**config.mk**
```make
export PLATFORM = sky130hd
export DESIGN_NAME = ei_axi4_interface
export DESIGN_NICKNAME = d
export VERILOG_FILES = /design/src/rtl/ei_axi4_pkg.sv /design/src/rtl/ei_axi4_chan_checker.sv /design/src/rtl/ei_axi4_interface.sv
export SDC_FILE = /design/constraint.sdc
export NUM_CORES = 1
export LEC_CHECK = 0
export CAP_MARGIN = 5
export CORE_MARGIN = 8
export CORE_UTILIZATION = 30
export CTS_CLUSTER_SIZE = 28
export DETAILED_ROUTE_END_ITERATION = 6
export HOLD_SLACK_MARGIN = 0.1
export SETUP_SLACK_MARGIN = 0.3
export SKIP_CTS_REPAIR_TIMING = 1
export SLEW_MARGIN = 20
export SYNTH_ARGS = -nofsm -noshare
export SYNTH_HDL_FRONTEND = slang
export SYNTH_HIERARCHICAL = 1
export SYNTH_SLANG_ARGS = --single-unit
```
**constraint.sdc**
```tcl
create_clock -name aclk -period 3 [get_ports aclk]
set_clock_uncertainty 0.05 [all_clocks]
set_input_delay 0.6 -clock aclk [delete_from_list [all_inputs] [get_ports aclk]]
set_output_delay 0.6 -clock aclk [all_outputs]
set_load 0.005 [all_outputs]
```
**src/rtl/ei_axi4_pkg.sv**
```systemverilog
// Shared widths, enums and helpers for the ei_axi4_interface passive AXI4 monitor.
package ei_axi4_pkg;

   localparam int ADDR_WIDTH_DEF      = 32;
   localparam int DATA_WIDTH_DEF      = 32;
   localparam int ID_WIDTH_DEF        = 4;
   localparam int MAX_OUTSTANDING_DEF = 8;
   localparam int NUM_CHAN            = 5;
   localparam int NUM_CODES           = 7;

   typedef enum logic [1:0] {
      BURST_FIXED = 2'd0,
      BURST_INCR  = 2'd1,
      BURST_WRAP  = 2'd2
   } burst_e;

   typedef enum logic [1:0] {
      RESP_OKAY   = 2'd0,
      RESP_EXOKAY = 2'd1,
      RESP_SLVERR = 2'd2,
      RESP_DECERR = 2'd3
   } resp_e;

   typedef enum logic [3:0] {
      ERR_NONE        = 4'd0,
      ERR_VALID_DROP  = 4'd1,
      ERR_PAYLOAD_CHG = 4'd2,
      ERR_WLAST       = 4'd3,
      ERR_W_NO_AW     = 4'd4,
      ERR_B_NO_AW     = 4'd5,
      ERR_R_NO_AR     = 4'd6,
      ERR_OVERFLOW    = 4'd7
   } err_code_e;

   typedef enum logic [2:0] {
      CHAN_AW = 3'd0,
      CHAN_W  = 3'd1,
      CHAN_B  = 3'd2,
      CHAN_AR = 3'd3,
      CHAN_R  = 3'd4
   } chan_e;

   function automatic logic [15:0] sat_inc16(input logic [15:0] v);
      return (v == 16'hFFFF) ? v : v + 16'd1;
   endfunction

endpackage

```
**src/rtl/ei_axi4_chan_checker.sv**
```systemverilog
// Per-channel VALID/READY stability checker: flags VALID drops and payload changes
// while a transfer is stalled. History is cleared by reset, so the first edge checks nothing.
module ei_axi4_chan_checker
   import ei_axi4_pkg::*;
#(
   parameter int PAYLOAD_W = 1
) (
   input  logic                 aclk,
   input  logic                 aresetn,
   input  logic                 valid,
   input  logic                 ready,
   input  logic [PAYLOAD_W-1:0] payload,
   output logic                 vdrop_err,
   output logic                 stab_err,
   output logic                 hs
);

   logic                 r_stalled;
   logic [PAYLOAD_W-1:0] r_payload;

   assign hs        = valid & ready;
   assign vdrop_err = r_stalled & ~valid;
   assign stab_err  = r_stalled & valid & (payload != r_payload);

   // NOTE: sequential state uses non-blocking assignments so every flop samples pre-edge values.
   always_ff @(posedge aclk or negedge aresetn) begin
      if (!aresetn) begin
         r_stalled <= 1'b0;
         r_payload <= '0;
      end else begin
         r_stalled <= valid & ~ready;
         r_payload <= payload;
      end
   end

endmodule

```
**src/rtl/ei_axi4_interface.sv**
```systemverilog
// Passive AXI4 monitor: outstanding-burst counters and coded protocol-error pulses.
// Define EI_AXI4_BURST_CHECK_EN to compile in the awlen FIFO, W beat counting and codes 3/4.
module ei_axi4_interface
   import ei_axi4_pkg::*;
#(
   parameter int ADDR_WIDTH      = ADDR_WIDTH_DEF,
   parameter int DATA_WIDTH      = DATA_WIDTH_DEF,
   parameter int ID_WIDTH        = ID_WIDTH_DEF,
   parameter int MAX_OUTSTANDING = MAX_OUTSTANDING_DEF
) (
   input  logic                                       aclk,
   input  logic                                       aresetn,
   input  logic                                       awvalid,
   input  logic                                       awready,
   input  logic [ID_WIDTH-1:0]                        awid,
   input  logic [ADDR_WIDTH-1:0]                      awaddr,
   input  logic [7:0]                                 awlen,
   input  logic [2:0]                                 awsize,
   input  logic [1:0]                                 awburst,
   input  logic                                       wvalid,
   input  logic                                       wready,
   input  logic [DATA_WIDTH-1:0]                      wdata,
   input  logic [DATA_WIDTH/8-1:0]                    wstrb,
   input  logic                                       wlast,
   input  logic                                       bvalid,
   input  logic                                       bready,
   input  logic [ID_WIDTH-1:0]                        bid,
   input  logic [1:0]                                 bresp,
   input  logic                                       arvalid,
   input  logic                                       arready,
   input  logic [ID_WIDTH-1:0]                        arid,
   input  logic [ADDR_WIDTH-1:0]                      araddr,
   input  logic [7:0]                                 arlen,
   input  logic [2:0]                                 arsize,
   input  logic [1:0]                                 arburst,
   input  logic                                       rvalid,
   input  logic                                       rready,
   input  logic [ID_WIDTH-1:0]                        rid,
   input  logic [DATA_WIDTH-1:0]                      rdata,
   input  logic [1:0]                                 rresp,
   input  logic                                       rlast,
   output logic                                       err_valid,
   output logic [3:0]                                 err_code,
   output logic [2:0]                                 err_chan,
   output logic [15:0]                                err_count,
   output logic [$clog2(MAX_OUTSTANDING+1)-1:0]       wr_outstanding,
   output logic [$clog2(MAX_OUTSTANDING+1)-1:0]       rd_outstanding
);

   localparam int CW   = $clog2(MAX_OUTSTANDING + 1);
   localparam int AX_W = ID_WIDTH + ADDR_WIDTH + 8 + 3 + 2;
   localparam int W_W  = DATA_WIDTH + DATA_WIDTH / 8 + 1;
   localparam int B_W  = ID_WIDTH + 2;
   localparam int R_W  = ID_WIDTH + DATA_WIDTH + 2 + 1;

   logic [NUM_CHAN-1:0] w_vdrop, w_stab;
   logic                w_aw_hs, w_w_hs, w_b_hs, w_ar_hs, w_r_hs;
   logic                w_wr_inc, w_wr_dec, w_rd_inc, w_rd_dec;
   logic                w_wlast_err, w_w_no_aw;

   logic [CW-1:0]       r_wr_out, r_rd_out;
   logic                r_err_valid;
   err_code_e           r_err_code;
   chan_e               r_err_chan;
   logic [15:0]         r_err_count;

   ei_axi4_chan_checker #(.PAYLOAD_W(AX_W)) u_aw_chk (
      .aclk(aclk), .aresetn(aresetn), .valid(awvalid), .ready(awready),
      .payload({awid, awaddr, awlen, awsize, awburst}),
      .vdrop_err(w_vdrop[CHAN_AW]), .stab_err(w_stab[CHAN_AW]), .hs(w_aw_hs));

   ei_axi4_chan_checker #(.PAYLOAD_W(W_W)) u_w_chk (
      .aclk(aclk), .aresetn(aresetn), .valid(wvalid), .ready(wready),
      .payload({wdata, wstrb, wlast}),
      .vdrop_err(w_vdrop[CHAN_W]), .stab_err(w_stab[CHAN_W]), .hs(w_w_hs));

   ei_axi4_chan_checker #(.PAYLOAD_W(B_W)) u_b_chk (
      .aclk(aclk), .aresetn(aresetn), .valid(bvalid), .ready(bready),
      .payload({bid, bresp}),
      .vdrop_err(w_vdrop[CHAN_B]), .stab_err(w_stab[CHAN_B]), .hs(w_b_hs));

   ei_axi4_chan_checker #(.PAYLOAD_W(AX_W)) u_ar_chk (
      .aclk(aclk), .aresetn(aresetn), .valid(arvalid), .ready(arready),
      .payload({arid, araddr, arlen, arsize, arburst}),
      .vdrop_err(w_vdrop[CHAN_AR]), .stab_err(w_stab[CHAN_AR]), .hs(w_ar_hs));

   ei_axi4_chan_checker #(.PAYLOAD_W(R_W)) u_r_chk (
      .aclk(aclk), .aresetn(aresetn), .valid(rvalid), .ready(rready),
      .payload({rid, rdata, rresp, rlast}),
      .vdrop_err(w_vdrop[CHAN_R]), .stab_err(w_stab[CHAN_R]), .hs(w_r_hs));

   // A full counter rejects the new burst; an empty one ignores the completion.
   assign w_wr_inc = w_aw_hs && (r_wr_out != CW'(MAX_OUTSTANDING));
   assign w_wr_dec = w_b_hs  && (r_wr_out != '0);
   assign w_rd_inc = w_ar_hs && (r_rd_out != CW'(MAX_OUTSTANDING));
   assign w_rd_dec = w_r_hs  && rlast && (r_rd_out != '0);

   always_ff @(posedge aclk or negedge aresetn) begin
      if (!aresetn) begin
         r_wr_out <= '0;
         r_rd_out <= '0;
      end else begin
         if (w_wr_inc && !w_wr_dec)      r_wr_out <= r_wr_out + 1'b1;
         else if (w_wr_dec && !w_wr_inc) r_wr_out <= r_wr_out - 1'b1;
         if (w_rd_inc && !w_rd_dec)      r_rd_out <= r_rd_out + 1'b1;
         else if (w_rd_dec && !w_rd_inc) r_rd_out <= r_rd_out - 1'b1;
      end
   end

`ifdef EI_AXI4_BURST_CHECK_EN
   localparam int PW = (MAX_OUTSTANDING > 1) ? $clog2(MAX_OUTSTANDING) : 1;

   logic [7:0]    r_len_fifo [MAX_OUTSTANDING];
   logic [PW-1:0] r_rd_ptr, r_wr_ptr;
   logic [CW-1:0] r_fifo_cnt;
   logic [8:0]    r_beat;
   logic [8:0]    w_exp_beats, w_beat_n;
   logic          w_fifo_empty, w_fifo_full, w_final, w_w_ok, w_pop, w_push;

   assign w_fifo_empty = (r_fifo_cnt == '0);
   assign w_fifo_full  = (r_fifo_cnt == CW'(MAX_OUTSTANDING));
   assign w_exp_beats  = {1'b0, r_len_fifo[r_rd_ptr]} + 9'd1;
   assign w_beat_n     = r_beat + 9'd1;
   assign w_final      = (w_beat_n == w_exp_beats);
   assign w_w_ok       = w_w_hs && !w_fifo_empty;
   assign w_pop        = w_w_ok && (wlast || w_final);
   assign w_push       = w_wr_inc && (!w_fifo_full || w_pop);
   assign w_wlast_err  = w_w_ok && (wlast != w_final);
   assign w_w_no_aw    = w_w_hs && w_fifo_empty;

   // NOTE: the length FIFO is reset as well, so a burst cut by reset leaves no stale lengths.
   always_ff @(posedge aclk or negedge aresetn) begin
      if (!aresetn) begin
         for (int i = 0; i < MAX_OUTSTANDING; i++) r_len_fifo[i] <= '0;
         r_rd_ptr   <= '0;
         r_wr_ptr   <= '0;
         r_fifo_cnt <= '0;
         r_beat     <= '0;
      end else begin
         if (w_push) begin
            r_len_fifo[r_wr_ptr] <= awlen;
            r_wr_ptr <= (r_wr_ptr == PW'(MAX_OUTSTANDING - 1)) ? '0 : r_wr_ptr + 1'b1;
         end
         if (w_pop)
            r_rd_ptr <= (r_rd_ptr == PW'(MAX_OUTSTANDING - 1)) ? '0 : r_rd_ptr + 1'b1;
         if (w_push && !w_pop)      r_fifo_cnt <= r_fifo_cnt + 1'b1;
         else if (w_pop && !w_push) r_fifo_cnt <= r_fifo_cnt - 1'b1;
         if (w_pop)       r_beat <= '0;
         else if (w_w_ok) r_beat <= w_beat_n;
      end
   end
`else
   logic w_w_hs_unused;
   assign w_w_hs_unused = w_w_hs;
   assign w_wlast_err   = 1'b0;
   assign w_w_no_aw     = 1'b0;
`endif

   logic [NUM_CODES:1][NUM_CHAN-1:0] w_flags;
   logic                             w_sel_valid;
   err_code_e                        w_sel_code;
   chan_e                            w_sel_chan;

   // NOTE: every always_comb output is defaulted first, so no path can infer a latch.
   always_comb begin
      w_flags             = '0;
      w_flags[1]          = w_vdrop;
      w_flags[2]          = w_stab;
      w_flags[3][CHAN_W]  = w_wlast_err;
      w_flags[4][CHAN_W]  = w_w_no_aw;
      w_flags[5][CHAN_B]  = w_b_hs && (r_wr_out == '0);
      w_flags[6][CHAN_R]  = w_r_hs && (r_rd_out == '0);
      w_flags[7][CHAN_AW] = w_aw_hs && (r_wr_out == CW'(MAX_OUTSTANDING));
      w_flags[7][CHAN_AR] = w_ar_hs && (r_rd_out == CW'(MAX_OUTSTANDING));
   end

   // Lowest code wins, then lowest channel.
   always_comb begin
      w_sel_valid = 1'b0;
      w_sel_code  = ERR_NONE;
      w_sel_chan  = CHAN_AW;
      for (int c = 1; c <= NUM_CODES; c++) begin
         for (int ch = 0; ch < NUM_CHAN; ch++) begin
            if (!w_sel_valid && w_flags[c][ch]) begin
               w_sel_valid = 1'b1;
               w_sel_code  = err_code_e'(c[3:0]);
               w_sel_chan  = chan_e'(ch[2:0]);
            end
         end
      end
   end

   always_ff @(posedge aclk or negedge aresetn) begin
      if (!aresetn) begin
         r_err_valid <= 1'b0;
         r_err_code  <= ERR_NONE;
         r_err_chan  <= CHAN_AW;
         r_err_count <= '0;
      end else begin
         r_err_valid <= w_sel_valid;
         r_err_code  <= w_sel_code;
         r_err_chan  <= w_sel_chan;
         if (w_sel_valid) r_err_count <= sat_inc16(r_err_count);
      end
   end

   assign err_valid      = r_err_valid;
   assign err_code       = r_err_code;
   assign err_chan       = r_err_chan;
   assign err_count      = r_err_count;
   assign wr_outstanding = r_wr_out;
   assign rd_outstanding = r_rd_out;

endmodule

```
== Word-level counts from Yosys, hierarchy flattened ==
Index checks and enable logic that the tools add are counted.

* Output and inout port bits: 32
* Bits in registers: 217
* Input bits: 192
* Logic and storage cells: 161

* Bitwise gates (word level): 35
* Reductions and logical operators: 50
* Mux-type cells: 45
* $add $sub $neg: 5
* Equality and inequality tests: 10

{| class="wikitable"
|+ Operator list
! cell !! number
|-
| $ne A49 B49 Y1 || 2
|-
| $mux W4 || 15
|-
| $ne A39 B39 Y1 || 1
|-
| $ne A37 B37 Y1 || 1
|-
| $mux W3 || 12
|-
| $logic_and A1 B1 Y1 || 26
|-
| $and A1 B1 Y1 || 24
|-
| $mux W1 || 18
|-
| $logic_not A1 Y1 || 17
|-
| $add A16 B1 Y16 const B || 1
|-
| $eq A16 B16 Y1 const B || 1
|-
| $not A1 Y1 || 11
|-
| $add A4 B1 Y4 const B || 2
|-
| $eq A4 B4 Y1 const B || 2
|-
| $logic_not A4 Y1 || 2
|-
| $ne A4 B4 Y1 const B || 2
|-
| $reduce_bool A4 Y1 || 2
|-
| $sub A4 B1 Y4 const B || 2
|-
| $ne A6 B6 Y1 || 1
|-
| $reduce_bool A2 Y1 || 2
|-
| $reduce_and A2 Y1 || 1
|}

== Depth between registers and ports, before layout ==
* Word-level depth: 43
* Mapped depth: 12
* Mapped depth without buffers: 11

== Modules after synthesis ==
Netlist, hierarchy kept.

{| class="wikitable"
|+ Modules (own cells, without submodules)
! module !! area an instance (um2) !! sequential area each (um2) !! instances !! cells an instance
|-
| ei_axi4_chan_checker (u_ar_chk ...) || 1819.2 || 1251.2 || 2 || 120
|-
| ei_axi4_interface || 1744.2 || 775.7 || 1 || 162
|-
| ei_axi4_chan_checker (u_r_chk) || 1448.9 || 1001.0 || 1 || 97
|-
| ei_axi4_chan_checker (u_w_chk) || 1376.3 || 950.9 || 1 || 92
|-
| ei_axi4_chan_checker (u_b_chk) || 262.8 || 175.2 || 1 || 19
|}

== Worst setup path before layout ==
No wires, ideal clock.

* Path kind: input port to flip-flop
* Start: input port awaddr[30]
* End: register r_err_count[4] (netlist: err_count[4])
* Data required time: 2.823 ns
* Setup time: 0.127 ns
* Buffers on the path: 1
* Arrival time: 3.016 ns
* Setup slack: -0.193 ns
* Stages: 12
* Cell sequence: xor2_1 -> nor4_1 -> nand4_1 -> nor4_1 -> a21oi_1 -> or4_1 -> nor4_4 -> and4_1 -> buf_6 -> inv_2 -> nand4_1 -> mux2_1

{| class="wikitable"
|+ RTL lines
! what !! RTL line !! text
|-
| start: declaration || ei_axi4_interface.sv:16 || <nowiki>input logic [ADDR_WIDTH-1:0] awaddr,</nowiki>
|-
| end signal: assignment || ei_axi4_interface.sv:203 || <nowiki>if (w_sel_valid) r_err_count <= sat_inc16(r_err_count);</nowiki>
|-
| end: declaration || ei_axi4_interface.sv:65 || <nowiki>logic [15:0] r_err_count;</nowiki>
|}

==> results.json <==
{
  "postRouteAntennaNets": 0,
  "maxCapViolations": 0,
  "core_area_um2": 27800,
  "p_sw_w": 0.00197,
  "finalCriticalPeriod_ns": 3.34,
  "drive_above_1_share_pct": 12.2,
  "vias_per_cell": 4.21,
  "antenna_cells": 0,
  "violations": "setup timing",
  "synth_warnings": 6,
  "grt-ovfl-total": 0,
  "cp_data_required_time_ns": 3.34,
  "initial_utilization_pct": 30.5,
  "switching_share_pct": 24.4,
  "die-area_um2": 33800,
  "cts_root_buffer": "clkbuf_16",
  "tritoncts": "yes",
  "synthCells": 609,
  "cts_max_level": 1,
  "hpwl_um": 15600,
  "crit_path_end_kind": "flop",
  "dp_slack_ns": -1.03,
  "holdCritPathClass": "in -> reg",
  "antenna_found_initial": 2,
  "crit_type": "in -> reg",
  "clock_sinks": 216,
  "rsz0062_at_grt": "yes",
  "num_rows": 61,
  "hold_violations": 0,
  "setup_viol": 18,
  "clk_latency_ns": 0.51,
  "relSlewSlack_pct": 50.3,
  "layout_setup_ws_ns": -0.341,
  "cp.arrival_ns": 3.68,
  "dpl.cell_count": 1237,
  "p_per_area_nw_per_um2": 645,
  "combPwrFrac_pct": 17.8,
  "final_max_slew_viol_count": 0,
  "status": "finished, violations left",
  "placed_area_um2": 11400,
  "path_clk_slew_ns": 0.05,
  "die_y_um": 184,
  "die_w_um": 184,
  "grt_pass1_wl_um": 31800,
  "power_frac_seq_pct": 42.4,
  "grtUsageTotal_pct": 11.7,
  "drt_wl_total_um": 20100,
  "final_nets": 1091,
  "grt_pass1_vias": 5962,
  "instances_no_fill": 1285,
  "design_area_um2": 12500,
  "fmaxAchievable_ghz": 0.299,
  "cts_buffer_depth": 3,
  "dr.pass1.iters": 4,
  "syn-num-nets": 810,
  "io_pins": 224,
  "vdd_drop_max_uv": 323,
  "drt_iter0_markers": 179,
  "drc": 0,
  "cts-buffers-inserted": 25,
  "fin_crit_sh_pct": 111,
  "wl_per_cell_um": 15.6,
  "start_kind": "primary input",
  "syn_to_final_growth_pct": 48.0,
  "gp_congestion": 0.764,
  "netlist_area_um2": 8460,
  "avgSynthCellArea_um2": 13.9,
  "clockPowerShare_pct": 39.8,
  "num_vias": 5410,
  "p_int_w": 0.00611,
  "worst_pin_slew_ns": 0.742,
  "io_buffers": 222,
  "leakagePower_nw": 5.26,
  "fin_util_pct": 45.1,
  "path_max_fanout": 3,
  "grt_max_degree": 70
}
-- power by group through the flow --
stage	clock network [W]	registers (W)	logic [W]
finish	0.00321	0.00342	0.00144
global route	0.00344	0.00347	0.00160
CTS	0.00333	0.00342	0.00141
detailed placement	0	0.00347	0.00140
global placement	0	0.00347	0.00139
floorplan	0	0.00343	0.000627
-- metal layers --
layer / GRT usage [%] / share of wire [%] / vias up
li1: - / - / 2644
met1: 14.5 / 43 / 2590
met2: 19.4 / 47 / 139
met3: 3.83 / 7.2 / 33
met4: 3.23 / 2.4 / 4
met5: 0 / 0.14 / -
-- cell usage in the layout (no fill, tap or decap), drive strengths merged, types with 7 or more instances in the layout --
cell type / count
a21oi: 8
buf: 35
clkbuf: 36
clkdlybuf4s50: 201
dfrtp: 216
dlymetal6s2s: 20
ha: 7
inv: 7
nand2: 21
nand4: 31
nor2: 12
nor2b: 10
nor3: 7
nor4: 30
xnor2: 113
xor2: 88
-- flip-flops by register name (all words and copies together) (netlist names), 3 cells and up --
signal,count
u_ar_chk/r_payload,49
u_b_chk/r_payload,6
u_aw_chk/r_payload,49
u_r_chk/r_payload,39
err_code,3
err_count,16
u_w_chk/r_payload,37
err_chan,3
rd_outstanding,4
wr_outstanding,4
-- per-stage QoR --
stage	total power [W]	setup TNS [ns]	hold WS [ns]
floorplan	0.00406	-0.0943	0.254
global placement	0.00486	-18.24	0.430
detailed placement	0.00487	-18.41	0.436
CTS	0.00816	-7.20	0.0114
global route	0.00851	-6.35	0.180
finish	0.00808	-4.66	0.200
-- final timing paths --
path,startpoint,to,slack [ns],cells past startpoint
max in group asynchronous,aresetn,u_w_chk/r_payload[12],1.57,3
min in group asynchronous,aresetn,u_aw_chk/r_payload[31],0.60,2
setup reg to reg,u_aw_chk/r_payload[29],err_count[4],-0.28,12
hold reg to reg,err_count[10],err_count[10],0.44,1
hold / removal,awaddr[5],u_aw_chk/r_payload[18],0.20,1
setup / recovery,awid[0],err_count[4],-0.34,12
-- layout make-up --
class,count,area (µm²)
clock inverter,8,169
timing repair buffer,257,2580
multi-input combinational,384,3170
clock buffer,36,707
sequential,216,5410
fill,2569,15300
tap,378,473
inverter,6,25.0
-- worst max-delay path: stages --
cell	delay (ns)
clkdlybuf4s50_1	0.45
xor2_1	0.15
nor4_1	0.32
nand4_1	0.26
nor4_4	0.24
a21oi_4	0.10
or4_4	0.56
nor4_4	0.25
and4_4	0.30
inv_4	0.05
nand4_1	0.09
mux2_4	0.31
(Power assumes the default switching activity.)
